===== config.mk =====
export PLATFORM = sky130hd
export DESIGN_NAME = multicycle_control_flat
export DESIGN_NICKNAME = d
export VERILOG_FILES = /design/src/rtl/multicycle_control_if.sv /design/src/rtl/multicycle_control.sv /design/src/flat_wrapper.sv
export SDC_FILE = /design/constraint.sdc
export NUM_CORES = 1
export LEC_CHECK = 0
export ABC_CLOCK_PERIOD_IN_PS = 1900
export CORE_ASPECT_RATIO = 0.75
export CORE_MARGIN = 4
export CORE_UTILIZATION = 46
export DETAILED_ROUTE_END_ITERATION = 16
export PLACE_DENSITY = 0.76
export SYNTH_ARGS = -nofsm -noshare
export SYNTH_HDL_FRONTEND = slang
export SYNTH_SLANG_ARGS = --single-unit

===== constraint.sdc =====
create_clock -name clock -period 1.9 [get_ports clock]
set_input_delay 0.38 -clock clock [delete_from_list [all_inputs] [get_ports clock]]
set_output_delay 0.38 -clock clock [all_outputs]
set_load 0.02 [all_outputs]

===== src/rtl/multicycle_control_if.sv =====
// Purpose : control/handshake bundle between the multicycle controller and its datapath.
// Latency : n/a (wires only).
// Backpressure: memReady from memory stalls the controller in its memory states.
// Ports (master = controller side):
//   in : opcode[5:0] (IR[31:26]), memReady
//   out: pcWrite, irWrite, memRead, memWrite, regWrite, branchEq, branchNe,
//        iorD, regDst, memToReg, aluSrcA, aluSrcB[1:0], aluOp[1:0],
//        pcSource[1:0], state[3:0], illegal
interface multicycle_control_if;
    logic [5:0] opcode;
    logic       memReady;

    logic       pcWrite;
    logic       irWrite;
    logic       memRead;
    logic       memWrite;
    logic       regWrite;
    logic       branchEq;
    logic       branchNe;

    logic       iorD;
    logic       regDst;
    logic       memToReg;
    logic       aluSrcA;
    logic [1:0] aluSrcB;
    logic [1:0] aluOp;
    logic [1:0] pcSource;

    logic [3:0] state;
    logic       illegal;

    modport master (
        input  opcode, memReady,
        output pcWrite, irWrite, memRead, memWrite, regWrite, branchEq, branchNe,
               iorD, regDst, memToReg, aluSrcA, aluSrcB, aluOp, pcSource,
               state, illegal
    );

    modport slave (
        output opcode, memReady,
        input  pcWrite, irWrite, memRead, memWrite, regWrite, branchEq, branchNe,
               iorD, regDst, memToReg, aluSrcA, aluSrcB, aluOp, pcSource,
               state, illegal
    );
endinterface


===== src/rtl/multicycle_control.sv =====
// Purpose : Moore FSM sequencing a MIPS-style multicycle datapath (lw/sw/R/beq/bne/j/addi).
// Latency : lw 5, sw/R/addi 4, beq/bne/j 3 cycles; each memory stall cycle adds one.
// Backpressure: memReady=0 holds FETCH/MEM_READ/MEM_WRITE with only memRead/memWrite asserted.
// Ports   : clock, reset (sync, active-high); bus = multicycle_control_if.master
//           (opcode/memReady in; datapath strobes, mux selects, debug state, sticky illegal out).
module multicycle_control (
    input  logic                  clock,
    input  logic                  reset,
    multicycle_control_if.master  bus
);

    typedef enum logic [3:0] {
        S_FETCH     = 4'd0,
        S_DECODE    = 4'd1,
        S_MEM_ADDR  = 4'd2,
        S_MEM_READ  = 4'd3,
        S_MEM_WB    = 4'd4,
        S_MEM_WRITE = 4'd5,
        S_R_EXEC    = 4'd6,
        S_R_WB      = 4'd7,
        S_BRANCH    = 4'd8,
        S_JUMP      = 4'd9,
        S_ADDI_EXEC = 4'd10,
        S_ADDI_WB   = 4'd11,
        S_HALT      = 4'd12
    } state_t;

    // State-only controls, registered alongside the state so outputs come straight from flops.
    typedef struct packed {
        logic       pc_write;
        logic       mem_read;
        logic       mem_write;
        logic       reg_write;
        logic       branch_eq;
        logic       branch_ne;
        logic       ior_d;
        logic       reg_dst;
        logic       mem_to_reg;
        logic       alu_src_a;
        logic [1:0] alu_src_b;
        logic [1:0] alu_op;
        logic [1:0] pc_source;
    } ctrl_t;

    localparam logic [5:0] OP_RTYPE = 6'b000000;
    localparam logic [5:0] OP_J     = 6'b000010;
    localparam logic [5:0] OP_BEQ   = 6'b000100;
    localparam logic [5:0] OP_BNE   = 6'b000101;
    localparam logic [5:0] OP_ADDI  = 6'b001000;
    localparam logic [5:0] OP_LW    = 6'b100011;
    localparam logic [5:0] OP_SW    = 6'b101011;

    // Output decode of a state. The opcode only matters for BRANCH; it is taken from the
    // cycle that enters BRANCH (DECODE), where the IR already holds the same instruction.
    function automatic ctrl_t decode_ctrl(input state_t s, input logic [5:0] op);
        ctrl_t c;
        c = '0;
        case (s)
            S_FETCH: begin
                c.mem_read  = 1'b1;
                c.alu_src_b = 2'b01;
            end
            S_DECODE:    c.alu_src_b = 2'b11;
            S_MEM_ADDR: begin
                c.alu_src_a = 1'b1;
                c.alu_src_b = 2'b10;
            end
            S_MEM_READ: begin
                c.mem_read = 1'b1;
                c.ior_d    = 1'b1;
            end
            S_MEM_WB: begin
                c.reg_write  = 1'b1;
                c.mem_to_reg = 1'b1;
            end
            S_MEM_WRITE: begin
                c.mem_write = 1'b1;
                c.ior_d     = 1'b1;
            end
            S_R_EXEC: begin
                c.alu_src_a = 1'b1;
                c.alu_op    = 2'b10;
            end
            S_R_WB: begin
                c.reg_write = 1'b1;
                c.reg_dst   = 1'b1;
            end
            S_BRANCH: begin
                c.alu_src_a = 1'b1;
                c.alu_op    = 2'b01;
                c.pc_source = 2'b01;
                c.branch_eq = (op == OP_BEQ);
                c.branch_ne = (op == OP_BNE);
            end
            S_JUMP: begin
                c.pc_write  = 1'b1;
                c.pc_source = 2'b10;
            end
            S_ADDI_EXEC: begin
                c.alu_src_a = 1'b1;
                c.alu_src_b = 2'b10;
            end
            S_ADDI_WB:   c.reg_write = 1'b1;
            default:     c = '0;
        endcase
        return c;
    endfunction

    state_t state_q, state_d;
    ctrl_t  ctrl_q,  ctrl_d;
    logic   illegal_q, illegal_d;

    always_comb begin
        state_d = state_q;
        case (state_q)
            S_FETCH:     if (bus.memReady) state_d = S_DECODE;
            S_DECODE: begin
                case (bus.opcode)
                    OP_LW, OP_SW:   state_d = S_MEM_ADDR;
                    OP_RTYPE:       state_d = S_R_EXEC;
                    OP_BEQ, OP_BNE: state_d = S_BRANCH;
                    OP_J:           state_d = S_JUMP;
                    OP_ADDI:        state_d = S_ADDI_EXEC;
                    default:        state_d = S_HALT;
                endcase
            end
            S_MEM_ADDR:  state_d = (bus.opcode == OP_LW) ? S_MEM_READ : S_MEM_WRITE;
            S_MEM_READ:  if (bus.memReady) state_d = S_MEM_WB;
            S_MEM_WRITE: if (bus.memReady) state_d = S_FETCH;
            S_R_EXEC:    state_d = S_R_WB;
            S_ADDI_EXEC: state_d = S_ADDI_WB;
            S_MEM_WB, S_R_WB, S_BRANCH, S_JUMP, S_ADDI_WB:
                         state_d = S_FETCH;
            S_HALT:      state_d = S_HALT;
            // Encodings 13-15 are unreachable; recover into HALT and flag it.
            default:     state_d = S_HALT;
        endcase

        ctrl_d    = decode_ctrl(state_d, bus.opcode);
        illegal_d = illegal_q | (state_d == S_HALT);
    end

    always_ff @(posedge clock) begin
        if (reset) begin
            state_q   <= S_FETCH;
            ctrl_q    <= decode_ctrl(S_FETCH, 6'b000000);
            illegal_q <= 1'b0;
        end else begin
            state_q   <= state_d;
            ctrl_q    <= ctrl_d;
            illegal_q <= illegal_d;
        end
    end

    // While reset is held the datapath sees FETCH controls immediately, whatever state
    // the flops still hold, and the memReady-qualified fetch strobes stay off.
    ctrl_t ctrl_out;
    logic  fetch_fire;

    always_comb begin
        ctrl_out   = reset ? decode_ctrl(S_FETCH, 6'b000000) : ctrl_q;
        fetch_fire = (state_q == S_FETCH) && bus.memReady && !reset;
    end

    assign bus.irWrite  = fetch_fire;
    assign bus.pcWrite  = ctrl_out.pc_write | fetch_fire;
    assign bus.memRead  = ctrl_out.mem_read;
    assign bus.memWrite = ctrl_out.mem_write;
    assign bus.regWrite = ctrl_out.reg_write;
    assign bus.branchEq = ctrl_out.branch_eq;
    assign bus.branchNe = ctrl_out.branch_ne;
    assign bus.iorD     = ctrl_out.ior_d;
    assign bus.regDst   = ctrl_out.reg_dst;
    assign bus.memToReg = ctrl_out.mem_to_reg;
    assign bus.aluSrcA  = ctrl_out.alu_src_a;
    assign bus.aluSrcB  = ctrl_out.alu_src_b;
    assign bus.aluOp    = ctrl_out.alu_op;
    assign bus.pcSource = ctrl_out.pc_source;
    assign bus.state    = state_q;
    assign bus.illegal  = illegal_q;

endmodule


===== src/flat_wrapper.sv =====
// flat-port wrapper written by rule: the top's interface ports become plain ports
module multicycle_control_flat 
  (clock, reset, bus_opcode, bus_memReady, bus_pcWrite, bus_irWrite, bus_memRead, bus_memWrite, bus_regWrite, bus_branchEq, bus_branchNe, bus_iorD, bus_regDst, bus_memToReg, bus_aluSrcA, bus_aluSrcB, bus_aluOp, bus_pcSource, bus_state, bus_illegal);
  multicycle_control_if bus_i ();
  input  logic clock;
  input  logic reset;
  input wire logic [$bits(bus_i.opcode)-1:0] bus_opcode;
  input wire logic [$bits(bus_i.memReady)-1:0] bus_memReady;
  output wire logic [$bits(bus_i.pcWrite)-1:0] bus_pcWrite;
  output wire logic [$bits(bus_i.irWrite)-1:0] bus_irWrite;
  output wire logic [$bits(bus_i.memRead)-1:0] bus_memRead;
  output wire logic [$bits(bus_i.memWrite)-1:0] bus_memWrite;
  output wire logic [$bits(bus_i.regWrite)-1:0] bus_regWrite;
  output wire logic [$bits(bus_i.branchEq)-1:0] bus_branchEq;
  output wire logic [$bits(bus_i.branchNe)-1:0] bus_branchNe;
  output wire logic [$bits(bus_i.iorD)-1:0] bus_iorD;
  output wire logic [$bits(bus_i.regDst)-1:0] bus_regDst;
  output wire logic [$bits(bus_i.memToReg)-1:0] bus_memToReg;
  output wire logic [$bits(bus_i.aluSrcA)-1:0] bus_aluSrcA;
  output wire logic [$bits(bus_i.aluSrcB)-1:0] bus_aluSrcB;
  output wire logic [$bits(bus_i.aluOp)-1:0] bus_aluOp;
  output wire logic [$bits(bus_i.pcSource)-1:0] bus_pcSource;
  output wire logic [$bits(bus_i.state)-1:0] bus_state;
  output wire logic [$bits(bus_i.illegal)-1:0] bus_illegal;
  assign bus_i.opcode = bus_opcode;
  assign bus_i.memReady = bus_memReady;
  assign bus_pcWrite = bus_i.pcWrite;
  assign bus_irWrite = bus_i.irWrite;
  assign bus_memRead = bus_i.memRead;
  assign bus_memWrite = bus_i.memWrite;
  assign bus_regWrite = bus_i.regWrite;
  assign bus_branchEq = bus_i.branchEq;
  assign bus_branchNe = bus_i.branchNe;
  assign bus_iorD = bus_i.iorD;
  assign bus_regDst = bus_i.regDst;
  assign bus_memToReg = bus_i.memToReg;
  assign bus_aluSrcA = bus_i.aluSrcA;
  assign bus_aluSrcB = bus_i.aluSrcB;
  assign bus_aluOp = bus_i.aluOp;
  assign bus_pcSource = bus_i.pcSource;
  assign bus_state = bus_i.state;
  assign bus_illegal = bus_i.illegal;
  multicycle_control u_core (.clock(clock), .reset(reset), .bus(bus_i));
endmodule

# Yosys cells after proc, flatten, opt, wreduce, memory -nomap -nowiden
# Index checks and enable logic that the tools add are counted.
# totals
elab_cells,80
reg_bits,21
inputBits,9
out_inout_bits,22
# classes
n_bitwise,3
n_eq_ne,29
mux,18
n_reduce_logical,15
# ops
op,count
"equality test 4 bit, second input constant",9
"equality test 4 x 3 -> 1 bit, second input constant",8
case mux 4 bit (8 select lines),1
case mux 4 bit (5 select lines),1
"equality test 4 x 2 -> 1 bit, second input constant",4
two-way mux 16 bit,1
"equality test 6 x 3 -> 1 bit, second input constant",2
"equality test 6 bit, second input constant",2
two-way mux 4 bit,3
OR reduction 2 bit,6
"equality test 4 x 1 -> 1 bit, second input constant",2
zero test 4 bit,2
two-way mux 1 bit,8
case mux 2 bit (2 select lines),2
"equality test 6 x 2 -> 1 bit, second input constant",1
"equality test 6 x 4 -> 1 bit, second input constant",1
zero test 6 bit,1
case mux 2 bit (3 select lines),1
OR reduction 5 bit,1
OR reduction 4 bit,1
two-way mux 3 bit,1
OR reduction 3 bit,1
logical AND 1 bit,2
OR 1 bit,2
other kinds (2),2

# Longest topological paths before layout
# logic_depth
word_depth,7
ltp_mapped,7

# Least setup slack after synthesis
# No wires, ideal clock.
# synth_path
path_type,register to output
start,"register u_core.state_q[2], in the netlist u_core.bus.state[2]"
end,output bus_pcWrite
path_stages_with_launch,6
path_slack_ns,-0.102
n_path_buf,1
required_time_ns,1.520
arrival_time_ns,1.622
cell_sequence,dfxtp_1 -> buf_2 -> nor2_1 -> nand3b_1 -> nor3_1 -> or2_2
# synth_between
elab_chain_cells,4
# synth_lines
item,line_no,source
from (decl),multicycle_control.sv:109,"state_t state_q, state_d;"
from (signal assigned),multicycle_control.sv:149,state_q <= state_d;
zero test 4 bit,multicycle_control.sv:162,fetch_fire = (state_q == S_FETCH) && bus.memReady && !reset;
logical AND 1 bit (2 in a row),multicycle_control.sv:162,
net bus_irWrite,flat_wrapper.sv:10,output wire logic [$bits(bus_i.irWrite)-1:0] bus_irWrite;
OR 1 bit,multicycle_control.sv:166,assign bus.pcWrite = ctrl_out.pc_write | fetch_fire;
to (decl),flat_wrapper.sv:9,output wire logic [$bits(bus_i.pcWrite)-1:0] bus_pcWrite;
# The timed path passes the listed nets, and every way through them passes these cells.

# Worst setup path in the final report
# layout_path
start,input bus_opcode[5]
end,register u_core.ctrl_q[14] (netlist bit)
# layout_between
elab_chain_cells,7
# layout_lines
item,line_no,source
from (decl),flat_wrapper.sv:7,input wire logic [$bits(bus_i.opcode)-1:0] bus_opcode;
"equality test 6 x 3 -> 1 bit, or another cell as far along",multicycle_control.sv:118,case (bus.opcode)
OR reduction 2 bit,multicycle_control.sv:118,
case mux 4 bit (5 select lines),multicycle_control.sv:118,
case mux 4 bit (8 select lines) (*),multicycle_control.sv:115,case (state_q)
equality test 4 x 2 -> 1 bit or zero test 4 bit (tied branches),multicycle_control.sv:58,case (s)
OR reduction 2 bit (no source line) (*),-,
two-way mux 1 bit (*),multicycle_control.sv:58,
to (signal assigned),multicycle_control.sv:146,"ctrl_q <= decode_ctrl(S_FETCH, 6'b000000);"
to (signal assigned),multicycle_control.sv:150,ctrl_q <= ctrl_d;
to (decl),multicycle_control.sv:110,"ctrl_t ctrl_q, ctrl_d;"
# Mark *: on every way between the ends. The rest lies on a longest branch, timed or not.
# A chain may end at the register's enable or synchronous reset.

==> run summary <==
HPWL reported at the end of detailed placement: 2370 microns
Hold Buf Count CTS: 0
largest cells by area after synthesis: sky130_fd_sc_hd__dfxtp_1 37%, sky130_fd_sc_hd__nor2b_1 9.7%, sky130_fd_sc_hd__nor4_1 3.0%
number of buffers inserted by port buffering: 30
end of the worst register-to-register path: u_core.ctrl_q[14]$_SDFF_PP1_
min-delay src: u_core.bus.illegal$_SDFF_PP0_
die boundary height: 49.1 microns
IR Drop Worst-Case VDD: 0.610 mV
number of standard-cell rows in the floorplan: 14
fraction of final layout cells with drive strength greater than 1: 36.9%
synthesis-to-finish area growth: 66.6%
endpoint class of the critical path: flip-flop
final WL: 3480 microns
clock buffer count from CTS: 3
maximum buffer depth of the clock tree: 2
Filler Cell Count: 114
Max Cap Violations: 0
Hold Path Depth: 2
number of nets in the layout: 186
Clock Skew: 0.0140 ns
leakage: 0.777 nW
run status: finished, final reports clean
Sum Neg Setup Slack: 0 ns
total area of sequential cells: 385 sq um
total congestion overflow after global routing: 0
DR iter-0 viols: 76
first-pass iteration count of the detailed router: 4
Worst Hold Endpoint: u_core.bus.illegal$_SDFF_PP0_
power density over the cells: 603 mW/mm^2
register area share after synthesis: 36.8%
post-detailed-route count of antenna-violating nets: 0
Post-Syn Area: 0.00103 sq mm
remaining routing DRC violations: 0
required arrival time at the worst endpoint: 2.10 ns
cell area reported after detailed placement: 0.00155 sq mm
number of antenna violations at the first check in global routing: 0
Horiz. Die Dim: 62.7 microns
Gate Count Post-Synth: 118
EDFF count, synth: 0
Final Core Density: 83.3%
clock tree from TritonCTS: yes
worst reg-to-reg setup slack: 0.08 ns
worst endpoint data arrival time: 2.09 ns
routed length per instance: 17.4 microns
DR vias/cell: 5.94
buffer type at the clock tree root: sky130_fd_sc_hd__clkbuf_4
number of synthesized register bits: 19
gp weighted congestion: 0.865
total track usage: 22.4%
core box area: 0.00207 sq mm
portion of the clock cycle consumed by the worst path in the final layout: 99.5%
Slew Viols, Final: 0
io pins: 31
H-Tree Depth: 1
maximum number of pins on one net before global-route repair: 12
count of synthesis-stage warnings from yosys: 0
R2R cell count: 6
die area: 0.00308 sq mm
starting density of the core: 50.0%
Slew headroom: 70.4%
via count of the first global-routing pass: 1,144
min cycle time layout: 1.89 ns
launch point of the worst reg-to-reg path: u_core.bus.state[1]$_SDFF_PP0_
largest fanout of any net on the critical path: 7
top cell type's share of synthesized area: 36.8%
Mapped Nets: 127
final setup violation count: 0
wire length of the first global-routing pass: 5580 microns
total vias in the final route: 1,187
Synth cell types: 45
Fin Hold WS: 0.464 ns
mean area per synthesized cell: 8.76 sq um
highest clock rate: 0.529 GHz
cell type contributing the most total cell area after synthesis: sky130_fd_sc_hd__dfxtp_1
Hold Vio Cnt, Final: 0
design area: 0.00172 sq mm
slew at the pin closest to its max-slew limit: 0.440 ns
Clock Sink Count: 19
combined area of the multi-input logic cells: 702 sq um
Clock Latency Late Sink: 0.31 ns
category of the most critical setup path: input port to flip-flop
path type of the worst min-delay path: flip-flop to flip-flop
Critical Path Source Type: input port
Reg clk slew, reported paths: 0.10 ns
post-synthesis async set-or-reset flop share: 0%
number of diodes: 0
most used flip-flop cell after synthesis: sky130_fd_sc_hd__dfxtp_1
critical path, cell delays in order:
cell and delay, ns:
sky130_fd_sc_hd__dlygate4sd2_1 0.28, sky130_fd_sc_hd__and3_4 0.20, sky130_fd_sc_hd__a2111o_1 0.44, sky130_fd_sc_hd__a311oi_4 0.33, sky130_fd_sc_hd__nor2_4 0.12, sky130_fd_sc_hd__a311o_1 0.33
area by class of cell:
type,instances,area share (%)
tap,24,1.74
clock inverter,1,0.291
clock buffer,3,1.31
inverter,4,0.872
sequential,19,22.4
timing repair buffer,64,32.6
multi-input combinational,85,40.8
through the flow:
stage | power, mW | std cells | setup WS (ns)
after global placement | 0.763 | 192 | -0.427
after detailed placement | 0.773 | 192 | -0.499
after CTS | 0.990 | 197 | -0.00258
after global routing | 1.10 | 200 | -0.0119
after floorplan | 0.621 | 118 | 0.0236
final | 1.04 | 200 | 0.00953
layout by cell type (no fill, tap or decap), types with 2 or more instances in the layout:
cell type	count
sky130_fd_sc_hd__dfxtp_1	17
sky130_fd_sc_hd__nor3_1	4
sky130_fd_sc_hd__o211ai_1	2
sky130_fd_sc_hd__nand3b_1	3
sky130_fd_sc_hd__dlygate4sd2_1	20
sky130_fd_sc_hd__clkdlybuf4s50_1	4
sky130_fd_sc_hd__buf_4	31
sky130_fd_sc_hd__a21oi_1	4
sky130_fd_sc_hd__inv_1	4
sky130_fd_sc_hd__nor2b_1	14
sky130_fd_sc_hd__and3_4	3
sky130_fd_sc_hd__clkbuf_4	3
sky130_fd_sc_hd__o21a_1	2
sky130_fd_sc_hd__o221ai_2	2
sky130_fd_sc_hd__nor4_4	3
sky130_fd_sc_hd__o21ai_1	3
sky130_fd_sc_hd__nor2_1	6
sky130_fd_sc_hd__or2_2	3
sky130_fd_sc_hd__nor4_2	2
sky130_fd_sc_hd__o21ai_0	4
sky130_fd_sc_hd__nand3_1	3
sky130_fd_sc_hd__dlymetal6s2s_1	4
sky130_fd_sc_hd__buf_6	2
flip-flops by register name (all words and copies together) (netlist names):
name and cells:
u_core.ctrl_q 14, u_core.bus.illegal 1, u_core.bus.state 4
worst max path at each step:
stage / startpoint / depth (start not counted) / slack (ns) / end
finish: bus_opcode[5] / 6 / 0.01 / u_core.ctrl_q[14]$_SDFF_PP1_
global route: u_core.bus.state[1]$_SDFF_PP0_ / 6 / -0.01 / u_core.ctrl_q[10]$_SDFF_PP0_
CTS: bus_memReady / 5 / -0.003 / bus_pcWrite
detailed placement: bus_opcode[0] / 7 / -0.50 / u_core.ctrl_q[10]$_SDFF_PP0_
global placement: bus_opcode[0] / 7 / -0.43 / u_core.ctrl_q[5]$_SDFF_PP0_
floorplan: u_core.bus.state[0]$_SDFF_PP0_ / 7 / 0.02 / u_core.ctrl_q[14]$_SDFF_PP1_
repair_timing:
| item | 4_1_cts | 5_1_grt |
|---|---|---|
| setup endpoints to repair | 33 | 17 |
| pin swaps | 1 | 11 |
| resized for setup | 37 | 19 |
| buffers inserted | 1 | 3 |
routing by layer:
layer / track usage, % / share of wire (%)
met5: 0 / 0
met4: 5.86 / 3.0
met3: 6.91 / 9.7
met2: 35.8 / 45
met1: 29.2 / 42
cells by family after synthesis:
kind of cell | Yosys count | synth area share [%]
flops | 19 | 36.8
compound gates | 27 | 20.1
simple gates | 58 | 36.3
buf+inv | 14 | 6.78
cell usage after synthesis (2+ instances only):
library cell                n
sky130_fd_sc_hd__dfxtp_1   19
sky130_fd_sc_hd__nor2b_1   16
sky130_fd_sc_hd__nor2_1     6
sky130_fd_sc_hd__o21ai_0    6
sky130_fd_sc_hd__nor3_1     5
sky130_fd_sc_hd__nor4_1     5
sky130_fd_sc_hd__a21oi_1    4
sky130_fd_sc_hd__buf_2      4
sky130_fd_sc_hd__inv_1      4
sky130_fd_sc_hd__and3_1     3
sky130_fd_sc_hd__nand3_1    3
sky130_fd_sc_hd__nand3b_1   3
sky130_fd_sc_hd__or2_2      3
sky130_fd_sc_hd__clkbuf_1   2
sky130_fd_sc_hd__o211ai_1   2
sky130_fd_sc_hd__o21a_1     2
sky130_fd_sc_hd__o221ai_2   2
sky130_fd_sc_hd__or3_1      2
report_power, final:
part           total (mW)  internal (mW)  switching, mW
combinational       0.386          0.186          0.200
sequential          0.440          0.424         0.0153
clock               0.213         0.0786          0.135
Note: power is estimated with default switching activity, not from simulation.
